--- config.mk ---
export PLATFORM = sky130hd
export DESIGN_NAME = f1_random_delay
export DESIGN_NICKNAME = d
export VERILOG_FILES = /design/src/rtl/f1_pkg.sv /design/src/rtl/lfsr7.sv /design/src/rtl/f1_random_delay.sv
export SDC_FILE = /design/constraint.sdc
export NUM_CORES = 1
export LEC_CHECK = 0
export CAP_MARGIN = 25
export CORE_ASPECT_RATIO = 1.1
export CORE_MARGIN = 3
export CORE_UTILIZATION = 44
export CTS_BUF_LIST = sky130_fd_sc_hd__clkbuf_16
export DETAILED_ROUTE_END_ITERATION = 8
export HOLD_SLACK_MARGIN = 0.06
export MAX_ROUTING_LAYER = met4
export PLACE_DENSITY_LB_ADDON = 0.15
export SETUP_SLACK_MARGIN = 0.1
export SYNTH_ARGS = -nofsm -noshare
export SYNTH_HDL_FRONTEND = slang
export SYNTH_HIERARCHICAL = 1
export SYNTH_SLANG_ARGS = --single-unit
--- constraint.sdc ---
create_clock -name clk -period 4.65 [get_ports clk]
set_input_delay 0.6975 -clock clk [delete_from_list [all_inputs] [get_ports clk]]
set_output_delay 0.6975 -clock clk [all_outputs]
set_load 0.05 [all_outputs]
--- src/rtl/f1_pkg.sv ---
// Shared types and constants for the random-delay block: state encoding,
// LFSR seed/taps and default widths.
package f1_pkg;

    localparam int LFSR_W_DEF = 7;
    localparam int PRE_W_DEF  = 16;

    // x^7 + x^3 + 1 Fibonacci form: feedback = s[6] ^ s[2]
    localparam logic [6:0] LFSR_SEED  = 7'h01;
    localparam int         LFSR_TAP_A = 6;
    localparam int         LFSR_TAP_B = 2;

    typedef enum logic [1:0] {
        ST_IDLE  = 2'd0,
        ST_COUNT = 2'd1,
        ST_DONE  = 2'd2
    } delay_state_t;

endpackage

--- src/rtl/lfsr7.sv ---
// Free-running Fibonacci LFSR, shifting left with feedback into bit 0.
// It is seeded to a non-zero value, so it never locks up at zero.
module lfsr7
    import f1_pkg::*;
#(
    parameter int W = LFSR_W_DEF
) (
    input  logic         clk,
    input  logic         rst,
    output logic [W-1:0] q
);

    // NOTE: sequential state is written with non-blocking assignments only,
    // so every register samples the pre-edge values of its neighbours.
    always_ff @(posedge clk) begin
        if (rst) begin
            q <= W'(LFSR_SEED);
        end else begin
            q <= {q[W-2:0], q[LFSR_TAP_A] ^ q[LFSR_TAP_B]};
        end
    end

endmodule

--- src/rtl/f1_random_delay.sv ---
// Random reaction-delay generator. A rising edge on start loads the current
// LFSR value as a tick count, and time_out pulses once when that count expires.
module f1_random_delay
    import f1_pkg::*;
#(
    parameter int LFSR_W = LFSR_W_DEF,
    parameter int PRE_W  = PRE_W_DEF
) (
    input  logic              clk,
    input  logic              rst,
    input  logic              start,
    input  logic [PRE_W-1:0]  tick_period,
    output logic              time_out,
    output logic              busy,
    output logic [LFSR_W-1:0] delay_val,
    output logic [LFSR_W-1:0] lfsr_out
);

    delay_state_t      state, state_next;
    logic [PRE_W-1:0]  prescaler;
    logic [LFSR_W-1:0] remaining;
    logic              start_q;
    logic              armed;
    logic              start_rise;
    logic              tick_hit;
    logic              expire;

    lfsr7 #(.W(LFSR_W)) u_lfsr (
        .clk (clk),
        .rst (rst),
        .q   (lfsr_out)
    );

    // armed blocks a start that was already high through reset from
    // being seen as a fresh edge.
    assign start_rise = start && !start_q && armed;
    assign tick_hit   = (prescaler == tick_period);
    assign busy       = (state == ST_COUNT);

    // NOTE: every output of this block gets a default first, so no path
    // leaves a signal unassigned and no latch is inferred.
    always_comb begin
        state_next = state;
        expire     = 1'b0;
        unique case (state)
            ST_IDLE: begin
                if (start_rise) state_next = ST_COUNT;
            end
            ST_COUNT: begin
                if (!start) begin
                    state_next = ST_IDLE;
                end else if (tick_hit && remaining == LFSR_W'(1)) begin
                    state_next = ST_DONE;
                    expire     = 1'b1;
                end
            end
            ST_DONE: begin
                if (!start) state_next = ST_IDLE;
            end
            default: state_next = ST_IDLE;
        endcase
    end

    always_ff @(posedge clk) begin
        if (rst) begin
            state     <= ST_IDLE;
            prescaler <= '0;
            remaining <= '0;
            delay_val <= '0;
            start_q   <= 1'b0;
            armed     <= 1'b0;
            time_out  <= 1'b0;
        end else begin
            state    <= state_next;
            start_q  <= start;
            time_out <= expire;
            if (!start) armed <= 1'b1;

            unique case (state)
                ST_IDLE: begin
                    if (start_rise) begin
                        delay_val <= lfsr_out;
                        remaining <= lfsr_out;
                        prescaler <= '0;
                    end
                end
                ST_COUNT: begin
                    // tick_period is compared live, so a change applies on the next compare
                    if (start) begin
                        if (tick_hit) begin
                            prescaler <= '0;
                            remaining <= remaining - LFSR_W'(1);
                        end else begin
                            prescaler <= prescaler + PRE_W'(1);
                        end
                    end
                end
                default: ;
            endcase
        end
    end

endmodule

Yosys cells after proc, flatten, opt, wreduce, memory -nomap -nowiden
Index checks and enable logic that the tools add are counted.
W data, S select, Z words.
{"block": "word_totals", "regBits": 42, "in_bits": 19, "elab_cells": 47}
{"block": "op_classes", "n_eq_ne": 9, "reduce_logical": 11, "bitwise_logic": 3, "addsub": 2, "n_mux": 14}
{"cell": "$mux W16", "count": 3}
{"cell": "$pmux W16 S2", "count": 1}
{"cell": "$mux W7", "count": 3}
{"cell": "$add A16 B1 Y16 const B", "count": 1}
{"cell": "$eq A16 B16 Y1", "count": 1}
{"cell": "$pmux W7 S2", "count": 1}
{"cell": "$mux W2", "count": 4}
{"cell": "$eq A7 B1 Y1 const B", "count": 1}
{"cell": "$sub A7 B1 Y7 const B", "count": 1}
{"cell": "$ne A2 B2 Y1 const B", "count": 3}
{"cell": "$pmux W2 S3", "count": 1}
{"cell": "$reduce_and A3 Y1", "count": 2}
{"cell": "$reduce_and A4 Y1", "count": 1}
{"cell": "$logic_and A1 B1 Y1", "count": 3}
{"cell": "$ne A3 B2 Y1 const B", "count": 1}
{"cell": "$reduce_or A3 Y1", "count": 1}
{"cell": "$eq A2 B1 Y1 const B", "count": 1}
{"cell": "$eq A2 B2 Y1 const B", "count": 1}
{"cell": "$logic_not A2 Y1", "count": 1}
{"cell": "$ne A2 B1 Y1 const B", "count": 1}
{"cell": "$not A1 Y1", "count": 2}
{"cell": "$reduce_and A2 Y1", "count": 1}
{"cell": "$reduce_bool A2 Y1", "count": 1}
{"cell": "$logic_not A1 Y1", "count": 1}
{"cell": "2 further kinds", "count": 2}

Depth between registers and ports, before layout
Gate-level depths: netlist (run 1).
{"block": "logic_depth", "depth_word": 5, "ltp_mapped": 8, "depth_no_buf": 6}

By module
Netlist (run 1), hierarchy kept.
{"module": "f1_random_delay", "cells_per_inst": 247, "n_inst": 1, "area_each_um2": 2008.2, "seq_area_each_um2": 700.7}
{"module": "lfsr7", "cells_per_inst": 15, "n_inst": 1, "area_each_um2": 192.7, "seq_area_each_um2": 140.1}

Least setup slack after synthesis (run 1)
Ideal clock, no wire load.
{"block": "synth_timing", "kind": "register -> output", "from": "register state[1]", "to": "output port busy", "path_buffers": 3, "stages_incl_launch_ff": 6, "arrival_time_ps": 1558, "path_slack_ps": 2394, "cell_sequence": "dfxtp_1 nand2b_1 clkbuf_1 inv_1 buf_2 buf_1"}
{"block": "synth_between", "elab_chain_cells": 1}
{"item": "from (decl)", "line_no": "f1_random_delay.sv:19", "rtl": "delay_state_t state, state_next;"}
{"item": "from (signal assigned)", "line_no": "f1_random_delay.sv:74", "rtl": "state <= state_next;"}
{"item": "$eq A2 B1 Y1", "line_no": "f1_random_delay.sv:38", "rtl": "assign busy = (state == ST_COUNT);"}
{"item": "to (decl)", "line_no": "f1_random_delay.sv:14", "rtl": "output logic busy,"}
No other way between the ends.

Worst setup path in the final report (run 1)
{"block": "layout_timing", "from": "input port tick_period[3]", "to": "register prescaler[10]"}
{"block": "layout_between", "elab_chain_cells": 4}
{"item": "from (decl)", "line_no": "f1_random_delay.sv:12", "rtl": "input logic [PRE_W-1:0] tick_period,"}
{"item": "$eq A16 B16 Y1", "line_no": "f1_random_delay.sv:37", "rtl": "assign tick_hit = (prescaler == tick_period);"}
{"item": "$mux W16", "line_no": "f1_random_delay.sv:90", "rtl": "if (tick_hit) begin"}
{"item": "$mux W16", "line_no": "f1_random_delay.sv:89", "rtl": "if (start) begin"}
{"item": "$pmux W16 S2", "line_no": "f1_random_delay.sv:79", "rtl": "unique case (state)"}
{"item": "to (signal assigned)", "line_no": "f1_random_delay.sv:94", "rtl": "prescaler <= prescaler + PRE_W'(1);"}
{"item": "to (decl)", "line_no": "f1_random_delay.sv:20", "rtl": "logic [PRE_W-1:0] prescaler;"}
No other way between the ends. The select of a mux whose other input is x is not followed.
A chain may end at the register's enable or synchronous reset.

==> results of run 1 <==
registers in the layout, indices dropped and copies added, names as in the netlist:
signal     count
armed          1
delay_val      7
prescaler     16
remaining      7
start_q        1
state          2
time_out       1
u_lfsr/q       7
critical path: cells and delay by family:
kind / cells / cell delay [ns]
and+or+nand+nor: 2 / 1.03
AOI/OAI and AO/OA: 2 / 0.73
xor gates and xnor gates: 1 / 0.14
buffers and inverters: 1 / 0.41
kinds of logic after synthesis:
kind of cell,count (synthesis)
buffers and inverters,25
and+or+nand+nor,113
muxes,1
adders and majority gates,3
DFF,42
xor gates and xnor gates,26
AOI/OAI and AO/OA,52
power by group:
group / internal [mW] / switching (mW)
Combinational: 0.0389 / 0.0539
Sequential: 0.367 / 0.00696
Clock: 0.194 / 0.133
Total: 0.600 / 0.193
worst paths after layout:
check                                                from                    endpoint  slack (ns)  cells past startpoint
worst max-delay path                       tick_period[3]  prescaler[10]$_SDFFE_PP0P_        1.79                      6
worst min-delay path                   armed$_SDFFE_PP0N_          armed$_SDFFE_PP0N_        0.45                      2
worst max register to register  prescaler[3]$_SDFFE_PP0P_  prescaler[10]$_SDFFE_PP0P_        2.22                      5
worst min register to register         armed$_SDFFE_PP0N_          armed$_SDFFE_PP0N_        0.45                      2
metal layers:
metal / vias up / GRT usage [%] / wire length [um]
met3: 7 / 4.38 / 235
li1: 989 / - / -
met2: 49 / 31.8 / 2410
met4: 0 / 7.25 / 89
met1: 888 / 23.5 / 2460
met5: - / - / 0
final cells by class:
| cell class | count | area (um2) |
|---|---|---|
| fill | 477 | 2070 |
| tap | 56 | 70.1 |
| clock buffer | 5 | 125 |
| timing repair buffer | 37 | 363 |
| sequential | 42 | 841 |
| inverter | 7 | 26.3 |
| multi-input combinational | 195 | 1240 |
| clock inverter | 3 | 12.5 |
per-stage QoR:
stage	power, mW	hold slack [ns]	std cells	area, um2
floorplan	0.438	0.421	262	2200
global placement	0.475	0.432	337	2540
detailed placement	0.475	0.440	337	2540
CTS	0.804	0.452	345	2680
global route	0.829	0.487	345	2680
finish	0.793	0.450	345	2680
layout by cell type (no fill, tap or decap), types with 2 or more instances in the layout:
cell type         n
o21a_1            3
o31ai_1           2
buf_4             3
xnor2_1           4
o2bb2ai_1         4
nand4_1          15
nand2b_1          7
nor3_1           12
nand3_1          10
or4_1             2
and4_1            2
nand2_1          23
a31oi_1           5
and2_1            3
inv_1             8
nor3b_1           2
clkbuf_16         5
clkdlybuf4s50_1  34
nor2b_1          10
a211oi_1          2
ha_1              3
or4b_1            2
o21ai_0          12
nor2_1           11
dfxtp_1          42
nor4_1            4
a21oi_1          16
xor2_1           22
==> results.yml, run 1 <==
layout:
  fin_nets: 310
  area_delta_synth_final_pct: 21.9
  n_antenna_cell: 0
  final_util_pct: 56.5
  drive_above_1_share_pct: 4.50
yosys:
  synth_nets: 284
  synth-edff-count: 0
  synth_area_leaders: "dfxtp_1, xor2_1, nand4_1"
  synth.most_common_cell: "dfxtp_1"
  synthCells: 262
  synth_top_family_by_area: "simple AND/OR/NAND/NOR gates"
  synth_seq_cells: 42
  synth_warnings: 6
  ys_types: 49
  synth_compound_area_share_pct: 15.2
  yosys.area_share.simple_pct: 28.9
  synthFlopType: "dfxtp_1"
  synthXorXnorAreaFrac_pct: 10.3
  avgSynthCellArea_um2: 8.40
  yosysSeqAreaShare_pct: 38.2
  synth_area_leader_cell: "dfxtp_1"
  synthMuxAreaShare_pct: 0.455
  synth-adder-area-share_pct: 1.71
  yosysTopAreaCellShare_pct: 38.2
  synthArstFlopShare_pct: 0
  synth_area_um2: 2200
  netlist_top_cells_count: "dfxtp_1, nand2_1, xor2_1"
clocking:
  post_cts_buffers: 0
  ctsResizeCount: 0
  clock-sinks: 42
  cts_hold_buf: 0
  clk-insertion-delay-late_ns: 0.28
  cts_buffer_depth: 2
  htreeDepth: 2
  cts_buffers: 5
  cts_tree: "yes"
  clk_pin_slew_ns: 0.06
  clock-root-buffer: "clkbuf_16"
floorplanning:
  start_util_pct: 46.3
  io_pins: 35
  core_um2: 4750
  dieArea_um2: 5890
  fp.dieH_um: 80.2
  die_w_um: 73.4
  rows: 26
global_route:
  grt_first_pass_wirelength_mm: 8.77
  track_usage_pct: 19.5
  overflow: 0
  antenna_found_initial: 0
  grt_max_degree: 34
  first_global_vias: 1899
timing:
  tightestPinTransition_ns: 0.627
  drv_slew: 0
  fin_crit_sh_pct: 61.5
  setup_viol: 0
  slew_headroom_pct: 58.2
  fin_setup_tns_ns: 0
  setup_ws_ns: 1.79
  rsz0062_at_grt: "no"
  finalHoldViolations: 0
  max_freq_mhz: 349
  fin_crit_ns: 2.86
  skew_ns: 0.00441
setup_path:
  startpoint_type: "primary input"
  endpoint_kind: "flop"
  cp.arrival_ns: 3.01
  critical_path.max_fanout: 16
  max_stage_delay_ns: 0.60
  cp.required_ns: 4.80
  cpMaxStageDelayCell: "a21oi_4"
  crit_chain: "clkdlybuf4s50_1 -> xor2_1 -> nor4_1 -> nand4_2 -> a21oi_4 -> o31ai_1"
  critical_path_class: "in -> reg"
route:
  drt_wl_total_mm: 5.19
  via_per_inst: 5.60
  vias: 1933
  drcViolationCount: 0
  drtPass1Iterations: 4
  drt_iter0_drc: 89
  routedWlPerCell_um: 15.0
  ant_nets: 0
run_status:
  status: "complete, no violations"
pwr:
  powerDensity_nw_per_um2: 296
  p_leak_nw: 0.947
  ir_drop_uv: 247
place:
  portBuffers: 34
  hpwl_mm: 3.43
  gp_congestion: 0.812
  pre_cts_ws_ns: 1.48
flow_run:
  drv_cap: 0
min_path:
  hold_path_class: "reg -> reg"
Note: power is estimated with default switching activity, not from simulation.
==> inputs of run 2 (changes only) <==
==> constraint.sdc (replaced) <==
create_clock -name clk -period 2.44 [get_ports clk]
set_input_delay 0.366 -clock clk [delete_from_list [all_inputs] [get_ports clk]]
set_output_delay 0.366 -clock clk [all_outputs]
set_load 0.05 [all_outputs]
==> run 2 against run 1 <==
Via count grew 4.3%. Setup slack lost 1.5 ns. Utilization grew 2.6 points. Clock power grew 92%. Global-route usage grew 0.86 points. Register-to-register slack lost 1.8 ns. First-iteration DRC count grew 29%. Non-clock buffer count grew 15. Largest cell class unchanged.
==> results.yml, run 2 (synthesis results as in run 1) <==
floorplanning:
  fp.dieH_um: 80.2
  rows: 26
  core_um2: 4750
  die_w_um: 73.4
  io_pins: 35
  start_util_pct: 46.3
  dieArea_um2: 5890
layout:
  drive_above_1_share_pct: 9.54
  largest_reg_flops: 16
  largest_register: "prescaler"
  layout_common_cells: "dfxtp_1, clkdlybuf4s50_1, nand2_1"
  fin_nets: 325
  n_antenna_cell: 0
  nFillCells: 458
  layout_commonest_cell: "dfxtp_1"
  area_delta_synth_final_pct: 27.5
route:
  routedWlPerCell_um: 15.0
  via_per_inst: 5.60
  drt_iter0_drc: 115
  vias: 2017
  drcViolationCount: 0
  drt_wl_total_mm: 5.41
  ant_nets: 0
  drtPass1Iterations: 6
setup_path:
  reg2reg_to: "remaining[0]$_SDFFE_PP0P_"
  endpoint_kind: "flop"
  rr_startpoint: "prescaler[2]$_SDFFE_PP0P_"
  crit_cells: 6
  crit_buf_inv: 1
  crit_chain: "clkdlybuf4s50_1 -> xor2_1 -> nor4_1 -> nand4_2 -> o41a_1 -> o21a_1"
  max_stage_delay_ns: 0.46
  cp.required_ns: 2.62
  cpMaxStageDelayCell: "nor4_1"
  critical_path.max_fanout: 7
  cp.arrival_ns: 2.29
  critical-path-top-delay-family: "simple AND/OR/NAND/NOR gates"
  startpoint: "tick_period[2]"
  reg2reg_slack_ns: 0.41
  startpoint_type: "primary input"
  crit_path_end: "remaining[0]$_SDFFE_PP0P_"
  reg2reg_depth: 5
  critical_path_class: "in -> reg"
timing:
  fin_crit_ns: 2.11
  finalHoldViolations: 0
  rsz0062_at_grt: "no"
  drv_slew: 0
  slew_headroom_pct: 65.9
  setup_viol: 0
  max_freq_mhz: 473
  fin_setup_tns_ns: 0
  fin_crit_sh_pct: 86.6
  tightestPinTransition_ns: 0.510
  skew_ns: 0.00501
min_path:
  hold_depth: 2
  hold_path_class: "reg -> reg"
global_route:
  grt_first_pass_wirelength_mm: 9.23
  overflow: 0
  grt_max_degree: 24
  track_usage_pct: 20.4
  first_global_vias: 1981
  antenna_found_initial: 0
clocking:
  clock-root-buffer: "clkbuf_16"
  cts_tree: "yes"
  clk_pin_slew_ns: 0.06
  htreeDepth: 2
  ctsResizeCount: 0
  clock-sinks: 42
  cts_buffers: 5
  cts_hold_buf: 0
  cts_buffer_depth: 2
  clk-insertion-delay-late_ns: 0.28
  post_cts_buffers: 0
place:
  portBuffers: 34
  gp_congestion: 0.857
  hpwl_mm: 3.87
pwr:
  ir_drop_uv: 257
  power_mw: 1.53
  p_leak_nw: 1.03
  powerDensity_nw_per_um2: 546
run_status:
  status: "complete, no violations"
flow_run:
  drv_cap: 0
==> run 2: cell count changes in the layout (fill, tap and decap cells not counted) <==
cell | previous run | this run
buf_4 | 3 | 18
buf_12 | 0 | 1
clkdlybuf4s50_1 | 34 | 33
==> run 2: stage by stage <==
step | worst slack, ns | hold slack (ns) | cells | util [%] | cell area, um2
final | 0.326 | 0.450 | 360 | 59.1 | 2810
after detailed placement | 0.0810 | 0.445 | 352 | 56.2 | 2670
after global placement | 0.0890 | 0.434 | 352 | 56.2 | 2670
after floorplan | 0.470 | 0.421 | 262 | - | 2200
after global routing | 0.243 | 0.483 | 360 | 59.1 | 2810
after CTS | 0.358 | 0.456 | 360 | 59.1 | 2810
==> run 2: how the worst min path moves through the flow <==
| stage | startpoint | endpoint | slack, ns |
|---|---|---|---|
| global route | armed$_SDFFE_PP0N_ | armed$_SDFFE_PP0N_ | 0.48 |
| CTS | armed$_SDFFE_PP0N_ | armed$_SDFFE_PP0N_ | 0.46 |
| floorplan | armed$_SDFFE_PP0N_ | armed$_SDFFE_PP0N_ | 0.42 |
| global placement | armed$_SDFFE_PP0N_ | armed$_SDFFE_PP0N_ | 0.43 |
| detailed placement | armed$_SDFFE_PP0N_ | armed$_SDFFE_PP0N_ | 0.44 |
| finish | armed$_SDFFE_PP0N_ | armed$_SDFFE_PP0N_ | 0.45 |
==> run 2: area by class of cell <==
type | instances | area [um2] | area share [%]
timing repair buffer | 52 | 485 | 17.3
clock inverter | 3 | 12.5 | 0.446
inverter | 7 | 26.3 | 0.937
sequential | 42 | 841 | 30.0
multi-input combinational | 195 | 1240 | 44.4
tap | 56 | 70.1 | 2.50
clock buffer | 5 | 125 | 4.46
==> run 2: layer usage <==
layer  GRT usage [%]  up-vias  wire length, um
met1            24.8      955             2510
li1                -     1012                -
met5               -        -                0
met3            3.38        6              253
met4            7.61        0               80
met2            33.7       44             2570
==> run 2: worst register-to-register path: stages (launching register included) <==
cell and delay, ns:
dfxtp_1 0.46, xor2_1 0.12, nor4_1 0.46, nand4_2 0.33, o41a_1 0.45, o21a_1 0.11
==> run 2: power by group <==
group          switching (mW)  leakage (nW)  internal (mW)
Clock                   0.255        0.0724          0.370
Combinational           0.107         0.612         0.0881
Sequential             0.0132         0.341          0.700
Total                   0.375          1.03           1.16
